## config.mk

```make
export PLATFORM = sky130hd
export DESIGN_NAME = branch_predictor_nway
export DESIGN_NICKNAME = d
export VERILOG_FILES = /design/src/rtl/branch_predictor_nway.sv
export SDC_FILE = /design/constraint.sdc
export NUM_CORES = 2
export LEC_CHECK = 0
export CORE_MARGIN = 10
export CORE_UTILIZATION = 50
export CTS_BUF_LIST = sky130_fd_sc_hd__clkbuf_2 sky130_fd_sc_hd__clkbuf_4 sky130_fd_sc_hd__clkbuf_8
export DETAILED_ROUTE_END_ITERATION = 16
export PLACE_DENSITY = 0.73
export SETUP_SLACK_MARGIN = 0.4
export SLEW_MARGIN = 10
export SYNTH_ARGS = -nofsm -noshare
export SYNTH_HDL_FRONTEND = slang
export SYNTH_SLANG_ARGS = --single-unit
```

## constraint.sdc

```tcl
create_clock -name clock -period 9.72 [get_ports clock]
set_clock_uncertainty 0.1 [all_clocks]
set_input_delay 2.43 -clock clock [delete_from_list [all_inputs] [get_ports clock]]
set_output_delay 2.43 -clock clock [all_outputs]
set_load 0.01 [all_outputs]
```

## src/rtl/branch_predictor_nway.sv

```systemverilog
`default_nettype none
// =============================================================================
// Module   : branch_predictor_nway
// Brief    : N-lane BTB + local-history/PHT predictor with a post-reset table
//            sweep and chained same-cycle commit training.
//            Optional macro PRED_BTB_TAG_EN adds BTB tag storage and compare.
// Revision : 1.0  initial release
// =============================================================================
module branch_predictor_nway #(
  parameter int FETCH_WIDTH  = 2,
  parameter int COMMIT_WIDTH = 2,
  parameter int ADDR_BITS    = 64,
  parameter int BTB_BITS     = 4,
  parameter int LHT_BITS     = 4,
  parameter int HIST_BITS    = 4
) (
  input  logic                              clock,
  input  logic                              reset,
  input  logic [FETCH_WIDTH*ADDR_BITS-1:0]  if_pc,
  input  logic [FETCH_WIDTH-1:0]            if_valid,
  input  logic [COMMIT_WIDTH-1:0]           cm_valid,
  input  logic [COMMIT_WIDTH-1:0]           cm_taken,
  input  logic [COMMIT_WIDTH*ADDR_BITS-1:0] cm_pc,
  input  logic [COMMIT_WIDTH*ADDR_BITS-1:0] cm_target,
  output logic                              pred_ready,
  output logic [FETCH_WIDTH-1:0]            pred_taken,
  output logic [FETCH_WIDTH-1:0]            btb_hit,
  output logic [FETCH_WIDTH*ADDR_BITS-1:0]  pred_target
);

  localparam int c_btb_depth = 1 << BTB_BITS;
  localparam int c_lht_depth = 1 << LHT_BITS;
  localparam int c_pht_depth = 1 << HIST_BITS;
  localparam int c_max_bl    = (c_btb_depth > c_lht_depth) ? c_btb_depth : c_lht_depth;
  localparam int c_sweep_d   = (c_max_bl > c_pht_depth) ? c_max_bl : c_pht_depth;
  localparam int c_idx_w     = (c_sweep_d > 1) ? $clog2(c_sweep_d) : 1;
  localparam logic [c_idx_w-1:0] c_idx_last = c_idx_w'(c_sweep_d - 1);
`ifdef PRED_BTB_TAG_EN
  localparam int c_tag_w     = ADDR_BITS - BTB_BITS - 2;
`endif

  typedef enum logic [0:0] {
    S_INIT  = 1'b0,
    S_READY = 1'b1
  } state_t;

  state_t               r_state;
  logic [c_idx_w-1:0]   r_idx;
  logic                 r_ready;

  logic [c_btb_depth-1:0] r_btb_valid;
  logic [ADDR_BITS-1:0]   r_btb_tgt [c_btb_depth];
`ifdef PRED_BTB_TAG_EN
  logic [c_tag_w-1:0]     r_btb_tag [c_btb_depth];
  logic [c_tag_w-1:0]     w_cm_tag  [COMMIT_WIDTH];
`endif
  logic [HIST_BITS-1:0]   r_lht [c_lht_depth];
  logic [1:0]             r_pht [c_pht_depth];

  logic [HIST_BITS-1:0]   w_lht_nxt [c_lht_depth];
  logic [1:0]             w_pht_nxt [c_pht_depth];
  logic [LHT_BITS-1:0]    w_cm_lidx [COMMIT_WIDTH];
  logic [BTB_BITS-1:0]    w_cm_bidx [COMMIT_WIDTH];
  logic                   w_commit_en;
  logic                   w_unused;

  assign w_unused    = ^{if_pc, cm_pc};
  assign w_commit_en = reset && (r_state == S_READY);
  assign pred_ready  = r_ready;

  function automatic logic [1:0] f_sat2(input logic [1:0] cnt, input logic taken);
    if (taken) return (cnt == 2'b11) ? cnt : cnt + 2'b01;
    else       return (cnt == 2'b00) ? cnt : cnt - 2'b01;
  endfunction

  // Sweep sequencer: D cycles of INIT after reset release, then READY.
  always_ff @(posedge clock) begin
    if (!reset) begin
      r_state <= S_INIT;
      r_idx   <= '0;
      r_ready <= 1'b0;
    end else begin
      case (r_state)
        S_INIT: begin
          if (r_idx == c_idx_last) begin
            r_state <= S_READY;
            r_ready <= 1'b1;
          end else begin
            r_idx <= r_idx + c_idx_w'(1);
          end
        end
        S_READY: r_ready <= 1'b1;
        default: r_state <= S_INIT;
      endcase
    end
  end

  for (genvar k = 0; k < COMMIT_WIDTH; k++) begin : g_cm_idx
    assign w_cm_lidx[k] = cm_pc[k*ADDR_BITS+2 +: LHT_BITS];
    assign w_cm_bidx[k] = cm_pc[k*ADDR_BITS+2 +: BTB_BITS];
`ifdef PRED_BTB_TAG_EN
    assign w_cm_tag[k]  = cm_pc[k*ADDR_BITS+BTB_BITS+2 +: c_tag_w];
`endif
  end

  // Lanes applied in ascending order so each lane sees earlier lanes' updates.
  always_comb begin
    w_lht_nxt = r_lht;
    w_pht_nxt = r_pht;
    for (int k = 0; k < COMMIT_WIDTH; k++) begin
      if (w_commit_en && cm_valid[k]) begin
        w_pht_nxt[w_lht_nxt[w_cm_lidx[k]]] =
          f_sat2(w_pht_nxt[w_lht_nxt[w_cm_lidx[k]]], cm_taken[k]);
        w_lht_nxt[w_cm_lidx[k]] = {w_lht_nxt[w_cm_lidx[k]][HIST_BITS-2:0], cm_taken[k]};
      end
    end
  end

  always_ff @(posedge clock) begin
    if (reset && (r_state == S_INIT)) begin
      if (int'(r_idx) < c_btb_depth) r_btb_valid[r_idx[BTB_BITS-1:0]] <= 1'b0;
      if (int'(r_idx) < c_lht_depth) r_lht[r_idx[LHT_BITS-1:0]] <= '0;
      if (int'(r_idx) < c_pht_depth) r_pht[r_idx[HIST_BITS-1:0]] <= 2'b01;
    end else if (w_commit_en) begin
      r_lht <= w_lht_nxt;
      r_pht <= w_pht_nxt;
      // Later lanes overwrite earlier ones, so the highest taken lane wins.
      for (int k = 0; k < COMMIT_WIDTH; k++) begin
        if (cm_valid[k] && cm_taken[k]) begin
          r_btb_valid[w_cm_bidx[k]] <= 1'b1;
          r_btb_tgt[w_cm_bidx[k]]   <= cm_target[k*ADDR_BITS +: ADDR_BITS];
`ifdef PRED_BTB_TAG_EN
          r_btb_tag[w_cm_bidx[k]]   <= w_cm_tag[k];
`endif
        end
      end
    end
  end

  for (genvar k = 0; k < FETCH_WIDTH; k++) begin : g_lane
    logic [BTB_BITS-1:0] w_bidx;
    logic [LHT_BITS-1:0] w_lidx;
    logic                w_en;
    logic                w_hit;

    assign w_bidx = if_pc[k*ADDR_BITS+2 +: BTB_BITS];
    assign w_lidx = if_pc[k*ADDR_BITS+2 +: LHT_BITS];
    assign w_en   = r_ready && if_valid[k];
`ifdef PRED_BTB_TAG_EN
    assign w_hit  = r_btb_valid[w_bidx] &&
                    (r_btb_tag[w_bidx] == if_pc[k*ADDR_BITS+BTB_BITS+2 +: c_tag_w]);
`else
    assign w_hit  = r_btb_valid[w_bidx];
`endif
    assign pred_taken[k] = w_en && r_pht[r_lht[w_lidx]][1];
    assign btb_hit[k]    = w_en && w_hit;
    assign pred_target[k*ADDR_BITS +: ADDR_BITS] = w_en ? r_btb_tgt[w_bidx] : '0;
  end

endmodule
`default_nettype wire

```

==> impl_metrics.ini <==
[floorplan]
initial_core_util_pct = 50.3
rows = 138
die_h_um = 397
coreArea_um2 = 141000
fp.dieArea_um2 = 158000
io_pins = 525
die_w_um = 397

[route]
drc_errors = 0
drt_iter0_drc = 6111
firstDrtPassIters = 6
routedWlPerCell_um = 35.8
wl_um = 241000
postRouteAntennaNets = 0
vias = 47992
vias_per_cell = 7.12

[sta]
timing.fmax_mhz = 118
hold_violations = 0
slew-limit-headroom_pct = 24.7
setup_viol = 0
period_needed_ns = 8.45
rsz0062_at_grt = false
drv_slew = 0
finalCritPeriodShare_pct = 86.9
tightest_slew_ns = 1.13
finalSetupTns_ns = 0
hold_ws_ns = 0.449

[global_route]
grt.total_usage_pct = 29.9
grt_max_degree = 123
grt_use_met3_pct = 8.43
grt_pass1_wl_um = 345000
grt_pass1_vias = 48879
globalRouteMet2Util_pct = 47.3
grt_use_met1_pct = 38.9
grt_busiest_layer = met2
antenna_found_initial = 47
grt-ovfl-total = 0

[cts]
clk-insertion-delay-late_ns = 0.93
cts_buffers = 195
path_clk_slew_ns = 0.06
cts_hold_buf = 0
cts_tree = built
post_cts_resized = 0
cts_buffer_depth = 3
post_cts_buffers = 0
cts.htree.levels = 4
cts_sinks = 1142
clockRootBuffer = clkbuf_8

[power]
p_int_w = 0.00846
power_frac_clock_pct = 37.8
p_comb_share_pct = 13.9
swShare_pct = 26.0
ir_drop_mv = 0.111
seq_power_share_pct = 48.3
power_density_nw_per_um2 = 144
power.leakage_nw = 25.8
p_switching_w = 0.00297

[logic_synthesis]
synth_cell_type_count = 93
synth_nets = 4976
synth-edff-count = 1136
syn_avg_cell_area_um2 = 15.5
syn_inst = 4580
yosysSeqAreaShare_pct = 48.1
yosys_warnings = 0
synth_flop_cell = edfxtp_1
synth-seq-cells = 1142
async_reset_ff_share_pct = 0
syn_area_um2 = 71200

[setup_path]
r2r_cells = 12
critPathCapture = pred_target[38]
rr_startpoint = r_state
worst_setup_path_end_kind = primary output
worstPathMaxFanout = 39
cpMaxStageDelayCell = buf_4
path_cells = buf_8 > buf_4 > buf_4 > mux4_2 > mux4_2 > nor2b_1 > clkdlybuf4s50_1
slowest_delay_ns = 0.75
r2r_end = r_pht[4]
crit_start = if_pc[2]
arrival_ns = 5.92
crit_required_ns = 7.19
ff2ff_setup_slack_ns = 3.69
cp-start-kind = input pin
criticalPathCategory = in2out

[place]
dp_hpwl_um = 139000
io_buffers = 284
gp_congestion = 1.01

[cells_and_area]
final_nets = 5078
syn_to_final_growth_pct = 11.8
drive_gt1_share_pct = 47.0
fill_cells = 11047

[hold_path]
whs_path_depth = 2
min_path_type = reg2reg

[flow_run]
cap_violations = 0

[run_status]
status = complete, no violations
power by group through the flow:
stage                     sequential [W]  clock [W]  combinational (W)
after floorplan                  0.00560          0            0.00109
after global placement           0.00561          0            0.00154
after detailed placement         0.00562          0            0.00155
after CTS                        0.00551    0.00437            0.00156
after global routing             0.00552    0.00457            0.00167
final                            0.00552    0.00432            0.00159
registers in the layout, indices dropped and copies added, names as in the netlist:
name / flops
r_pht: 32
r_btb_tgt: 1024
r_btb_valid: 16
r_idx: 4
r_lht: 64
r_state: 1
pred_ready: 1
synthesized netlist by cell type (8+ instances only):
cell type     n  area, µm²
clkbuf_1    415       1560
edfxtp_1   1136      34100
a211oi_1     34        255
and3_1       20        125
buf_6         9        101
a311oi_1     15        131
buf_2        17       85.1
a21o_1       13       97.6
o31ai_1      20        150
and2_1        8       50.1
o21ai_0     107        536
nor2b_1     148        926
inv_1        25       93.8
a22o_1       34        298
o22ai_1      24        150
mux2i_1      69        691
nand3_1      51        255
nand2_1     174        653
buf_1        60        225
a32oi_1       8       70.1
nand4_1       9       56.3
nor3_1       34        170
mux2_2     1050      11800
a32o_1       12        120
o211ai_1      8       60.1
and4_1       13        114
a22oi_1       9       67.6
nor2_1      108        405
a21oi_1      74        370
nand2b_1     14       87.6
mux4_2      705      15900
per-layer routing:
| metal | up-vias | routed length [µm] |
|---|---|---|
| met5 | - | 322 |
| met4 | 48 | 10100 |
| met3 | 681 | 29100 |
| met2 | 3249 | 114000 |
| met1 | 24916 | 87600 |
| li1 | 19098 | - |
through the flow:
stage / setup slack, ns / cell area (µm²) / cells / utilization, % / power [W]
after floorplan: 1.23 / 71200 / 4580 / - / 0.00668
after global placement: 1.22 / 75800 / 6375 / 53.6 / 0.00715
after detailed placement: 1.24 / 75800 / 6375 / 53.6 / 0.00717
after CTS: 1.21 / 79500 / 6723 / 56.3 / 0.0114
after global routing: 1.06 / 79600 / 6729 / 56.3 / 0.0118
final: 1.27 / 79600 / 6736 / 56.3 / 0.0114
layout make-up:
| class | instances | area, µm² | share of cell area (%) |
|---|---|---|---|
| diodes | 13 | 32.5 | 0.0409 |
| clock buffers | 272 | 3290 | 4.13 |
| clock inverters | 76 | 457 | 0.574 |
| inverters | 25 | 93.8 | 0.118 |
| multi-input cells | 2907 | 35100 | 44.1 |
| flip-flops and latches | 1142 | 34200 | 43.0 |
| well taps | 1890 | 2360 | 2.97 |
| repair buffers | 411 | 3980 | 5.00 |
layout by cell type (no fill, tap or decap), types with 13 or more instances in the layout:
cell and n:
o21ai_0 96, nand2b_1 13, a311oi_1 15, clkinv_1 37, nand3_1 51, o22ai_1 24, mux2i_1 69, and3_1 20
mux2_2 1050, nor2_1 107, nand2_4 24, mux4_2 705, nor2b_1 148, clkdlybuf4s50_1 273, nor3_1 34, diode_2 13
clkbuf_8 199, a22o_1 34, clkbuf_4 73, a211oi_1 34, o31ai_1 20, edfxtp_1 1136, a21o_1 13, clkinv_2 26
and4_1 13, buf_4 115, nand2_1 151, inv_1 25, a21oi_1 74, buf_12 14
worst max-delay path, delay by kind of cell:
kind	cells	cell delay, ns
mux	2	1.08
simple gates	1	0.23
buf+inv	4	2.06
worst min path at each step:
stage                   from        to
finish              r_idx[1]  r_idx[1]
global route        r_idx[2]  r_idx[2]
CTS                 r_idx[1]  r_idx[1]
detailed placement  r_idx[1]  r_idx[1]
global placement    r_idx[1]  r_idx[1]
floorplan           r_idx[1]  r_idx[1]
cell families after synthesis:
logic type | count (synthesis) | synth area share [%]
AND/OR/NAND/NOR | 631 | 4.63
AO/OA/AOI/OAI | 439 | 4.23
adder cells (fa/ha/maj) | 7 | 0.116
XOR/XNOR | 6 | 0.0738
multiplexers | 1824 | 39.9
flip-flops | 1142 | 48.1
buffers and inverters | 531 | 2.95
Note: power is estimated with default switching activity, not from simulation.
